===== src/rtl/mips_pkg.sv =====
// Shared constants and payload types for the MIPS pipeline stages.
package mips_pkg;

  localparam int unsigned XLEN = 32;

  localparam logic [XLEN-1:0] NOP_INST         = 32'h0000_0000;
  localparam logic [XLEN-1:0] PC_INC           = 32'd4;
  localparam logic [XLEN-1:0] RESET_PC_DEFAULT = 32'h0000_0000;

  // IF/ID payload: captured instruction and the PC+4 that goes with it
  typedef struct packed {
    logic [XLEN-1:0] inst;
    logic [XLEN-1:0] pc4;
  } if_id_t;

  function automatic logic [XLEN-1:0] align_word(input logic [XLEN-1:0] addr);
    return {addr[XLEN-1:2], 2'b00};
  endfunction

endpackage


===== src/rtl/if_id_reg.sv =====
// IF/ID pipeline register: reset/flush clear to NOP, stall holds, otherwise load.
module if_id_reg
  import mips_pkg::*;
(
  input  logic   clk,
  input  logic   reset,
  input  logic   stall,
  input  logic   flush,
  input  if_id_t d,
  output if_id_t q,
  output logic   valid
);

  always_ff @(posedge clk) begin
    if (reset || flush) begin
      q.inst <= NOP_INST;
      q.pc4  <= '0;
      valid  <= 1'b0;
    end else if (!stall) begin
      q      <= d;
      valid  <= 1'b1;
    end
  end

endmodule


===== src/rtl/inst_fetch.sv =====
// Instruction fetch stage: PC register, redirect handling and IF/ID capture.
module inst_fetch
  import mips_pkg::*;
#(
  parameter logic [31:0] RESET_PC = RESET_PC_DEFAULT
) (
  input  logic        clk,
  input  logic        reset,
  input  logic        stall,
  input  logic        flush,
  input  logic        branch_taken,
  input  logic [31:0] branch_target,
  output logic [31:0] im_addr,
  input  logic [31:0] im_data,
  output logic [31:0] pc,
  output logic [31:0] if_inst,
  output logic [31:0] if_pc4,
  output logic        if_valid,
  output logic        addr_err,
  output logic [31:0] fetch_cnt
);

  logic [XLEN-1:0] pc_plus4;
  logic            load;
  logic            misaligned;
  if_id_t          if_d;
  if_id_t          if_q;

  assign pc_plus4   = pc + PC_INC;
  assign load       = !reset && !flush && !stall;
  assign misaligned = branch_taken && (branch_target[1:0] != 2'b00);
  assign im_addr    = pc;

  // Redirect beats stall so a branch resolved during a hazard is not lost
  always_ff @(posedge clk) begin
    if (reset) begin
      pc <= RESET_PC;
    end else if (branch_taken) begin
      pc <= align_word(branch_target);
    end else if (!stall) begin
      pc <= pc_plus4;
    end
  end

  always_ff @(posedge clk) begin
    if (reset) begin
      addr_err <= 1'b0;
    end else if (misaligned) begin
      addr_err <= 1'b1;
    end
  end

  always_ff @(posedge clk) begin
    if (reset) begin
      fetch_cnt <= '0;
    end else if (load) begin
      fetch_cnt <= fetch_cnt + 32'd1;
    end
  end

  assign if_d.inst = im_data;
  assign if_d.pc4  = pc_plus4;

  if_id_reg u_if_id (
    .clk   (clk),
    .reset (reset),
    .stall (stall),
    .flush (flush),
    .d     (if_d),
    .q     (if_q),
    .valid (if_valid)
  );

  assign if_inst = if_q.inst;
  assign if_pc4  = if_q.pc4;

endmodule


===== config.mk =====
export PLATFORM = sky130hd
export DESIGN_NAME = inst_fetch
export DESIGN_NICKNAME = d
export VERILOG_FILES = /design/src/rtl/mips_pkg.sv /design/src/rtl/if_id_reg.sv /design/src/rtl/inst_fetch.sv
export SDC_FILE = /design/constraint.sdc
export NUM_CORES = 1
export LEC_CHECK = 0
export CORE_ASPECT_RATIO = 0.9
export CORE_MARGIN = 5
export CORE_UTILIZATION = 40
export CTS_BUF_LIST = sky130_fd_sc_hd__clkbuf_8
export DETAILED_ROUTE_END_ITERATION = 10
export PLACE_DENSITY = 0.84
export SETUP_SLACK_MARGIN = 0.15
export SYNTH_ARGS = -nofsm -noshare
export SYNTH_HDL_FRONTEND = slang
export SYNTH_HIERARCHICAL = 1
export SYNTH_SLANG_ARGS = --single-unit

===== constraint.sdc =====
create_clock -name clk -period 3.1 [get_ports clk]
set_input_delay 0.93 -clock clk [delete_from_list [all_inputs] [get_ports clk]]
set_output_delay 0.93 -clock clk [all_outputs]
set_load 0.03 [all_outputs]

Word-level counts from Yosys, hierarchy flattened --
Cells that the tools add are included.
Cells by class: $add $sub $neg 2, eq/ne operators 1, muxes and demuxes 2, reduce and logical (&&, ||, !) cells 9
Operators by type and width (number):
- 32-bit two-way mux | 2
- 32-bit by 1-bit adder with 32-bit output, second input constant | 1
- 32-bit by 3-bit adder with 32-bit output, second input constant | 1
- 1-bit logical AND | 3
- 1-bit zero test | 3
- 2-bit by 1-bit != test with 1-bit output, second input constant | 1
- 2-bit nonzero test | 1
- 2-bit OR reduction | 1
- 1-bit logical OR | 1
Word-level totals: register bits after elaboration 130, input bits 69, output and inout bits 162, word-level logic and storage cells 21

Depth between registers and ports, before layout --
depth in word-level cells 3, mapped depth 8, gate-level depth less buffers 7

Cells and area by module --
The synthesis kept the hierarchy.
Modules (own cells, without submodules):
- inst_fetch | instances 1, cells an instance 520, area an instance 4046.4 µm², sequential area each 1261.2 µm²
- if_id_reg | instances 1, cells an instance 210, area an instance 2306.0 µm², sequential area each 1301.2 µm²

Worst setup path after synthesis --
No wires, ideal clock.
kind input port to flip-flop, start input flush, end register fetch_cnt[30], library setup time 71 ps, data arrival time 2721 ps, data required time 3029 ps, path slack 308 ps, stages on the path 6, path buffers 2, path through or3b_1 -> buf_2 -> or4_4 -> buf_6 -> or4_1 -> a21oi_1
Between the ends: cells in the longest elaborated chain, start to end 3
RTL lines:
- start: declaration | RTL line inst_fetch.sv:10 | input logic flush,
- 1-bit zero test | RTL line inst_fetch.sv:30 | assign load = !reset && !flush && !stall;
- 1-bit logical AND (2 in a row) | RTL line inst_fetch.sv:30
- end signal: assignment | RTL line inst_fetch.sv:57 | fetch_cnt <= fetch_cnt + 32'd1;
- end: declaration | RTL line inst_fetch.sv:20 | output logic [31:0] fetch_cnt
Every way passes these cells. A chain may end at the register's enable or synchronous reset.

Worst setup path after layout --
start input flush, end register fetch_cnt[29]
The elaborated chain is that of the path after synthesis.

==> run metrics <==
outcome=finished clean; pwr dens=432 nW/µm²; Synth area leaders=dfxtp_1, mux2i_1, nor2_1; MaxCap Viol Count=0; WP data arrival=3.07 ns; number of CTS-inserted buffers=17; Hold Path Class=reg -> reg; Sequential Power Share=45.9%; # hold bufs at CTS=0; buffers plus inverters on the worst setup path=3; grt ovf=0; Synth Cell Area=6350 µm²; core area=15500 µm²; VDD IR max=0.440 mV; asr flop ratio synth=0%; family with the most delay on the worst path=simple AND/OR/NAND/NOR gates; Reg-to-Reg Start=im_addr[2]; first-pass GRT wire length=30200 µm; Final min period=2.74 ns; CP Depth=7; Setup TNS=0 ns; worst hold margin=0.450 ns; top cell type's share of synthesized area=40.3%; Initial Util=41.0%; critical path class=in -> reg; crit path cell chain=clkdlybuf4s50_1, or3b_1, buf_4, or3_1, buf_4, nor4_1, mux2_2; postcts setup bufs=0; largest net degree at the start of global routing=57; Finish-stage setup viols=0; Netlist cell types=47; switching pwr=1.12 mW; 1st-iter DRT viols=391; Finished Layout Cells=1130; most common cell after layout, fill and taps aside=clkdlybuf4s50_1; Chip Height=130 µm; Int Power=2.74 mW; Clock power frac=36.9%; Worst path max stage delay=0.42 ns; Pleak=3.20 nW; number of global-route vias before repair=5806; clock root cell=clkbuf_8; worst slack at placement=-0.100 ns; clock buffer depth=2; number of synthesized flops with an enable pin=0; reg2reg end=u_if_id/q[30]; RSZ-0062 raised after global routing=no; most frequent cells in the layout=clkdlybuf4s50_1, dfxtp_1, nor2_1; R2R setup slack=0.50 ns; # DRC=0; H-tree levels=4; Logic pwr share=17.2%; PnR worst setup slack=0.359 ns; gpl congestion=0.836; Setup crit start=flush; nature of the critical path startpoint=input pin; # nets final=986; clk slew on worst S/H paths=0.07 ns; clock latency on the worst-skew pair=0.45 ns; Worst EP required=3.43 ns; CTS tree=yes; critical path peak fanout=20; post-placement cell count=1098; Vias/cell=5.34; std cell rows=43; CP Capture Type=register; Tightest Pin Transition=0.904 ns; Total GRT Usage=20.5%; fraction of layout instances using a drive strength above 1=7.22%; diode count=0; synth warn=6; Layout area overhead=40.7%; Final Hold Fails=0; top cell type by total area after synthesis=dfxtp_1; max frequency=365 MHz; Worst Skew=0.0132 ns; Pre-Repair DR Iteration Count=5; dpl hpwl=14100 µm; chip width=143 µm; count of state elements after synthesis=128; die area=18500 µm²; CP endpoint=fetch_cnt[29]; FF/Latch Area=2560 µm²; total number of vias=6039; footprint of the multi-input gates=3230 µm²; crit share post-route=88.4%; Synth Instances=730; max-slew violation total from the final report=0; ys flop type=dfxtp_1; sequential share of the synthesized area=40.3%; syn avg cell area=8.70 µm²; final core utilization=57.7%; Final ANT Viol Nets=0; CP most frequent cell=buf_4; # port buffers=226; FILL cells=1391; antenna violations before repair=0; Routed wire per std cell=17.2 µm; sw frac=29.1%; io pins=231; Routed Wire Length=19400 µm; Max-slew headroom=39.7%; post-CTS sizing=0; R2R cell count=8; Critical Path Slowest Stage Cell=or3b_1; # clock sinks=128
-- metrics by stage --
stage	cell area (µm²)	power, mW
CTS	8940	3.90
detailed placement	8550	2.48
floorplan	6370	2.20
global route	8940	4.02
global placement	8550	2.46
finish	8940	3.86
-- cells by family after synthesis --
| group | after synthesis | share of synthesized area, % |
|---|---|---|
| buf+inv | 105 | 9.28 |
| compound gates | 96 | 10.5 |
| flops | 128 | 40.3 |
| simple gates | 286 | 22.6 |
| mux | 69 | 10.9 |
| other cells | 1 | 0.0590 |
| fa+ha+maj | 2 | 0.394 |
| xor+xnor | 43 | 5.93 |
-- power by group through the flow --
stage | Combinational [mW] | Sequential (mW) | Clock [mW]
global route | 0.706 | 1.78 | 1.53
finish | 0.664 | 1.77 | 1.43
floorplan | 0.313 | 1.89 | 0
detailed placement | 0.665 | 1.81 | 0
CTS | 0.668 | 1.77 | 1.46
global placement | 0.656 | 1.81 | 0
-- worst min-delay path by stage --
stage,start,to,slack [ns],depth (start not counted)
floorplan,addr_err,addr_err,0.57,2
global placement,addr_err,addr_err,0.43,2
detailed placement,u_if_id/valid,u_if_id/valid,0.44,2
CTS,u_if_id/valid,u_if_id/valid,0.45,2
global route,u_if_id/valid,u_if_id/valid,0.48,2
finish,u_if_id/valid,u_if_id/valid,0.45,2
-- metal layers --
metal / wire length (µm) / vias up / share of wire [%] / track usage [%]
met5: 0 / - / 0 / 0
met2: 9120 / 248 / 47 / 34.0
met1: 8360 / 2833 / 43 / 25.8
li1: - / 2929 / - / -
met4: 345 / 0 / 1.8 / 8.11
met3: 1610 / 29 / 8.3 / 5.13
-- flip-flops by register name, indices dropped and copies added, names as in the netlist --
| register | cells |
|---|---|
| im_addr | 30 |
| fetch_cnt | 32 |
| addr_err | 1 |
| u_if_id/valid | 1 |
| u_if_id/q | 64 |
-- layout make-up --
type	instances	area share, %
well taps	202	2.83
clock buffers	18	2.77
clock inverters	14	1.60
repair buffers	247	27.3
inverters	19	0.798
flip-flops and latches	128	28.7
multi-input cells	502	36.1
-- Yosys cell counts, types with 2 or more instances --
library cell  count
a2111oi_0         7
a211oi_1          7
a21oi_1          27
a311oi_1         14
a31o_2            2
and3_1            5
and4_1            5
buf_1             4
buf_2             8
buf_4            35
buf_6             7
clkbuf_1         31
dfxtp_1         128
ha_1              2
inv_1            18
mux2_2            3
mux2i_1          66
nand2_1          30
nand2b_1          3
nand3_1          21
nand3b_1          2
nand4_1          14
nand4b_1          2
nor2_1          119
nor2b_1           6
nor3_1           10
nor4_1           21
o21ai_0          13
o31a_1            6
o31ai_1          15
o41ai_1           3
or2_2             5
or3_1            16
or4_1            21
xnor2_1          29
xor2_1           14
-- worst register-to-register path, cell delays in order (launching register included) --
cell,delay (ns)
dfxtp_1,0.47
ha_1,0.24
nand3_1,0.17
or4_1,0.75
buf_4,0.27
nor3_1,0.26
xor2_1,0.19
mux2i_1,0.09
nor2_1,0.10
Power figures use the tool's default switching activity.
==> variant 1: new RTL, same flow settings <==
Register the output `fetch_cnt` once more, with the module's reset; this adds one clock of latency there. The other outputs are not delayed to match.
--- a/src/rtl/inst_fetch.sv
+++ b/src/rtl/inst_fetch.sv
@@ -19,6 +19,8 @@
   output logic        addr_err,
   output logic [31:0] fetch_cnt
 );
+
+  logic [31:0] fetch_cnt_s0;
 
   logic [XLEN-1:0] pc_plus4;
   logic            load;
@@ -52,9 +54,9 @@
 
   always_ff @(posedge clk) begin
     if (reset) begin
-      fetch_cnt <= '0;
+      fetch_cnt_s0 <= '0;
     end else if (load) begin
-      fetch_cnt <= fetch_cnt + 32'd1;
+      fetch_cnt_s0 <= fetch_cnt_s0 + 32'd1;
     end
   end
 
@@ -74,5 +76,13 @@
   assign if_inst = if_q.inst;
   assign if_pc4  = if_q.pc4;
 
+  always_ff @(posedge clk) begin
+    if (reset) begin
+      fetch_cnt <= '0;
+    end else begin
+      fetch_cnt <= fetch_cnt_s0;
+    end
+  end
+
 endmodule
 
Formal check against the unedited RTL: not equivalent (Yosys sat finds a counterexample within 4 cycles, from zero or initial values and one cycle with reset high).
==> variant 1 against the unedited design <==
Power up 11%. Worst setup slack better by 0.0066 ns. Synthesized area up 14%. Wire length up 2.3%. Sequential cell count up 32. Die area up 13%. Maximum frequency up 0.24%. Register-to-register slack better by 0.21 ns. Cell area up 9.9%. Largest cell class unchanged.
==> variant 1: results (changes against the unedited design) <==
| Metric | Value |
|---|---|
| Final setup skew | 0.01830 ns (+0.005147 ns) |
| Data arrival, critical path | 1.80 ns (-1.27 ns) |
| Highest cell delay on the worst timing path | 0.76 ns (+0.34 ns) |
| Fill cell count | 1,633 (+17%) |
| List of most frequent post-synthesis cells | 160 x sky130_fd_sc_hd__dfxtp_1, 129 x sky130_fd_sc_hd__nor2_1, 65 x sky130_fd_sc_hd__mux2i_1, 38 x sky130_fd_sc_hd__nand2_1, 35 x sky130_fd_sc_hd__buf_4 |
| LEAKAGE | 3.583 nW (+12%) |
| Clock-pin slew on the worst setup and hold paths | 0.09 ns (+0.02 ns) |
| Maximum fanout along the worst path | 10 (-50%) |
| Outcome | finished, final reports clean |
| Cell variety after synth | 58 (+23%) |
| Mean post-synth cell area | 9.024 µm² (+3.7%) |
| Crit path max-delay cell type | sky130_fd_sc_hd__clkdlybuf4s50_1 |
| First-pass GRT wire length | 31,880 µm (+5.5%) |
| Vias in the first global route | 5,910 (+1.8%) |
| Peak supply drop | 0.2944 mV (-33%) |
| Fraction of synthesis flops using an asynchronous set or reset pin | 0% (unchanged) |
| Via-to-Cell Ratio | 5.068 (-5.2%) |
| Startpoint of the worst register-to-register path | im_addr[2]$_SDFFE_PP0P_ |
| Classification of the worst-slack hold path | flip-flop to flip-flop |
| Worst rel slew slack | 50.94% (+11 points) |
| Cell depth of the worst flop-to-flop path | 5 (-3) |
| Leading registers by flop count | u_if_id/q: 64 flops, fetch_cnt: 32 flops, fetch_cnt_s0: 32 flops |
| Number of non-filler instances in the completed layout | 1,233 (+9.1%) |
| Pin count of the biggest net entering global routing | 100 (+75%) |
| Part of the Yosys area used for sequential elements | 44.09% (+3.8 points) |
| Iteration-0 DRC count of the detailed router | 346 (-12%) |
| Total routing resource utilization after global routing | 18.73% (-1.8 points) |
| Worst Hold Launch | addr_err$_SDFFE_PP0P_ |
| Gpl congestion | 0.8601 (+2.9%) |
| Top cell family by delay on the critical path | buffers and inverters |
| Crit path launch | im_addr[21]$_SDFFE_PP0P_ |
| Count of placed standard cells including taps | 1,201 (+9.4%) |
| Number of search-and-repair iterations in the first detailed-routing pass | 5 (unchanged) |
| Worst slack at placement | -0.04535 ns (+0.05498 ns) |
| Post-CTS Setup Inserts | 0 (unchanged) |
| Average wire length per cell after detail routing | 16.12 µm (-6.3%) |
| Layout cells sized above 1 | 8.359% (+1.1 points) |
| Ranking of synthesized cells by area | sky130_fd_sc_hd__dfxtp_1 44%, sky130_fd_sc_hd__mux2i_1 9.0%, sky130_fd_sc_hd__nor2_1 6.7%, sky130_fd_sc_hd__xnor2_1 3.9%, sky130_fd_sc_hd__buf_4 3.6% |
| Post-DP HPWL | 14,460 µm (+2.7%) |
| Layout Nets | 1,051 (+6.6%) |
## variant 1: layer usage
layer	GRT usage, %	share of wire [%]	routed length, µm	vias to the layer above
met1	23.83	43	8540	2909
met2	31.37	49	9794	217
met5	0	0	0	-
met3	5.086	5.8	1149	28
met4	5.791	1.9	385	0
li1	-	-	-	3095
## variant 1: where the power goes
group / switching, W / leakage [nW] / internal, W
logic: 0.000359 / 2.11 / 0.000312
clock network: 0.000858 / 0.176 / 0.000578
registers: 0.0000835 / 1.30 / 0.00211
## variant 1: worst paths after layout
path,end,slack [ns]
hold reg to reg,addr_err$_SDFFE_PP0P_,0.46
hold / removal,addr_err$_SDFFE_PP0P_,0.46
setup reg to reg,im_addr[28]$_SDFFE_PP0P_,0.71
setup / recovery,im_addr[21],0.37
## variant 1: per-stage QoR
stage               area (µm²)  power (W)  util [%]
floorplan                 7283   0.002648         -
global placement          9458   0.002899     53.35
detailed placement        9458   0.002912     53.35
CTS                       9823   0.004352     55.41
global route              9823   0.004484     55.41
finish                    9823   0.004300     55.41
## variant 1: cell type report
cell class                 count  share of cell area, %
clock buffer                  17                  2.382
clock inverter                15                  1.337
inverter                      18                 0.6878
multi-input combinational    539                  35.19
sequential                   160                  32.61
tap                          240                  3.057
timing repair buffer         244                  24.74
## variant 1: cell families (layout without fill, tap and decap cells)
group,Yosys count,in the layout,synth area share [%]
AO/OA/AOI/OAI,80,80,7.458
XOR/XNOR,46,46,5.546
adder cells (fa/ha/maj),2,2,0.3444
buffers and inverters,111,294,8.577
flip-flops,160,160,44.09
multiplexers,79,79,11.13
other,1,6,0.05162
AND/OR/NAND/NOR,326,326,22.80
==> variant 2: new RTL, same flow settings <==
Made on the original files. Make the reset (`reset`) asynchronous in 3 clocked blocks.
--- a/src/rtl/inst_fetch.sv
+++ b/src/rtl/inst_fetch.sv
@@ -32,7 +32,7 @@
   assign im_addr    = pc;
 
   // Redirect beats stall so a branch resolved during a hazard is not lost
-  always_ff @(posedge clk) begin
+  always_ff @(posedge clk or posedge reset) begin
     if (reset) begin
       pc <= RESET_PC;
     end else if (branch_taken) begin
@@ -42,7 +42,7 @@
     end
   end
 
-  always_ff @(posedge clk) begin
+  always_ff @(posedge clk or posedge reset) begin
     if (reset) begin
       addr_err <= 1'b0;
     end else if (misaligned) begin
@@ -50,7 +50,7 @@
     end
   end
 
-  always_ff @(posedge clk) begin
+  always_ff @(posedge clk or posedge reset) begin
     if (reset) begin
       fetch_cnt <= '0;
     end else if (load) begin
Behaviour: differs if reset is asserted again (counterexample within 4 cycles, from zero or initial values and one cycle with reset high); with reset held inactive, the same outputs for 10 cycles.
==> variant 2 against the unedited design <==
Count of clock-buffer cells in the layout rose by 1. Synthesized area fell by 3.7%. Critical endpoint is now im_addr[14]. Power rose by 10%. Maximum frequency rose by 0.48%. Cell area fell by 2.6%. Sequential cell count did not move. Worst setup slack improved by 0.013 ns. Utilization rose by 0.84 points. Clock skew fell by 0.0022 ns. Wire length fell by 13%. Final cell count fell by 8.2%. Highest routed layer is now met5. Global-route usage fell by 1.8 points.
==> variant 2: results (changes against the unedited design) <==
| Metric | Value |
|---|---|
| Outcome | finished, final reports clean |
| List of most frequent post-synthesis cells | 89 x sky130_fd_sc_hd__nor2_1, 65 x sky130_fd_sc_hd__dfxtp_1, 65 x sky130_fd_sc_hd__mux2i_1, 63 x sky130_fd_sc_hd__dfrtp_1, 62 x sky130_fd_sc_hd__nand2_1 |
| Vias in the first global route | 5,137 (-12%) |
| Data arrival, critical path | 1.80 ns (-1.27 ns) |
| First-pass GRT wire length | 26,740 µm (-12%) |
| Number of search-and-repair iterations in the first detailed-routing pass | 6 (+1) |
| Cell variety after synth | 36 (-23%) |
| Uppermost layer routed | met5 |
| DR WL met3 | 1223 µm (-24%) |
| Instance area after placement | 8322 µm² (-2.7%) |
| Crit path max-delay cell type | sky130_fd_sc_hd__clkdlybuf4s50_1 |
| Highest cell delay on the worst timing path | 0.76 ns (+0.34 ns) |
| Global routing met2 resource utilization | 29.79% (-4.2 points) |
| Cell depth of the worst flop-to-flop path | 9 (+1) |
| LEAKAGE | 3.533 nW (+10%) |
| Worst slack at placement | 0.1487 ns (+0.2490 ns) |
| Final Cycle Share | 88.00% (-0.42 points) |
| Iteration-0 DRC count of the detailed router | 308 (-21%) |
| Top cell family by delay on the critical path | buffers and inverters |
| Routed wire length | 16,870 µm (-13%) |
| Post-DP HPWL | 12,200 µm (-13%) |
| Final setup skew | 0.01099 ns (-0.002156 ns) |
| Layout cells sized above 1 | 6.555% (-0.66 points) |
| End of the critical path | im_addr[14] |
| Layout Nets | 897 (-9.0%) |
| Pin count of the biggest net entering global routing | 60 (+5.3%) |
| Average wire length per cell after detail routing | 16.27 µm (-5.4%) |
| Power dissipated by switching net loads | 0.001329 W (+18%) |
| Area of the multi-input gates | 2815 µm² (-13%) |
| Count of placed standard cells including taps | 1,005 (-8.5%) |
| Setup slack, reg-to-reg | 0.81 ns (+0.31 ns) |
| Post-route met1 wirelength | 7337 µm (-12%) |
| Peak supply drop | 0.3007 mV (-32%) |
| Via-to-Cell Ratio | 4.904 (-8.2%) |
| Fraction of synthesis flops using an asynchronous set or reset pin | 49.22% (+49 points) |
| Antenna violations before repair | 1 (+1) |
| Crit path launch | im_addr[14]$_DFFE_PP0N_ |
| Maximum fanout along the worst path | 11 (-45%) |
| Worst rel slew slack | 35.37% (-4.3 points) |
| Total routing resource utilization after global routing | 18.72% (-1.8 points) |
## variant 2: cells by family (layout without fill, tap and decap cells)
logic type	count (synthesis)	count (layout)	share of synthesized area (%)
xor+xnor	88	88	12.60
compound gates	32	32	2.618
buf+inv	67	273	7.222
simple gates	244	244	19.21
fa+ha+maj	2	2	0.4091
mux	66	66	10.82
other cells	1	6	0.06132
flops	128	128	47.05
## variant 2: area by class of cell
| type | instances | area share [%] |
|---|---|---|
| multi-input combinational | 438 | 32.34 |
| tap | 198 | 2.846 |
| timing repair buffer | 238 | 27.22 |
| clock inverter | 13 | 1.408 |
| inverter | 3 | 0.1293 |
| clock buffer | 19 | 3.004 |
| sequential | 128 | 33.06 |
## variant 2: power by group through the flow
stage                     Clock, W  Combinational, W  Sequential, W
after floorplan                  0          0.000416        0.00208
after global routing       0.00153          0.000997        0.00192
after CTS                  0.00145          0.000947        0.00190
final                      0.00141          0.000940        0.00190
after detailed placement         0          0.000942        0.00194
after global placement           0          0.000933        0.00193
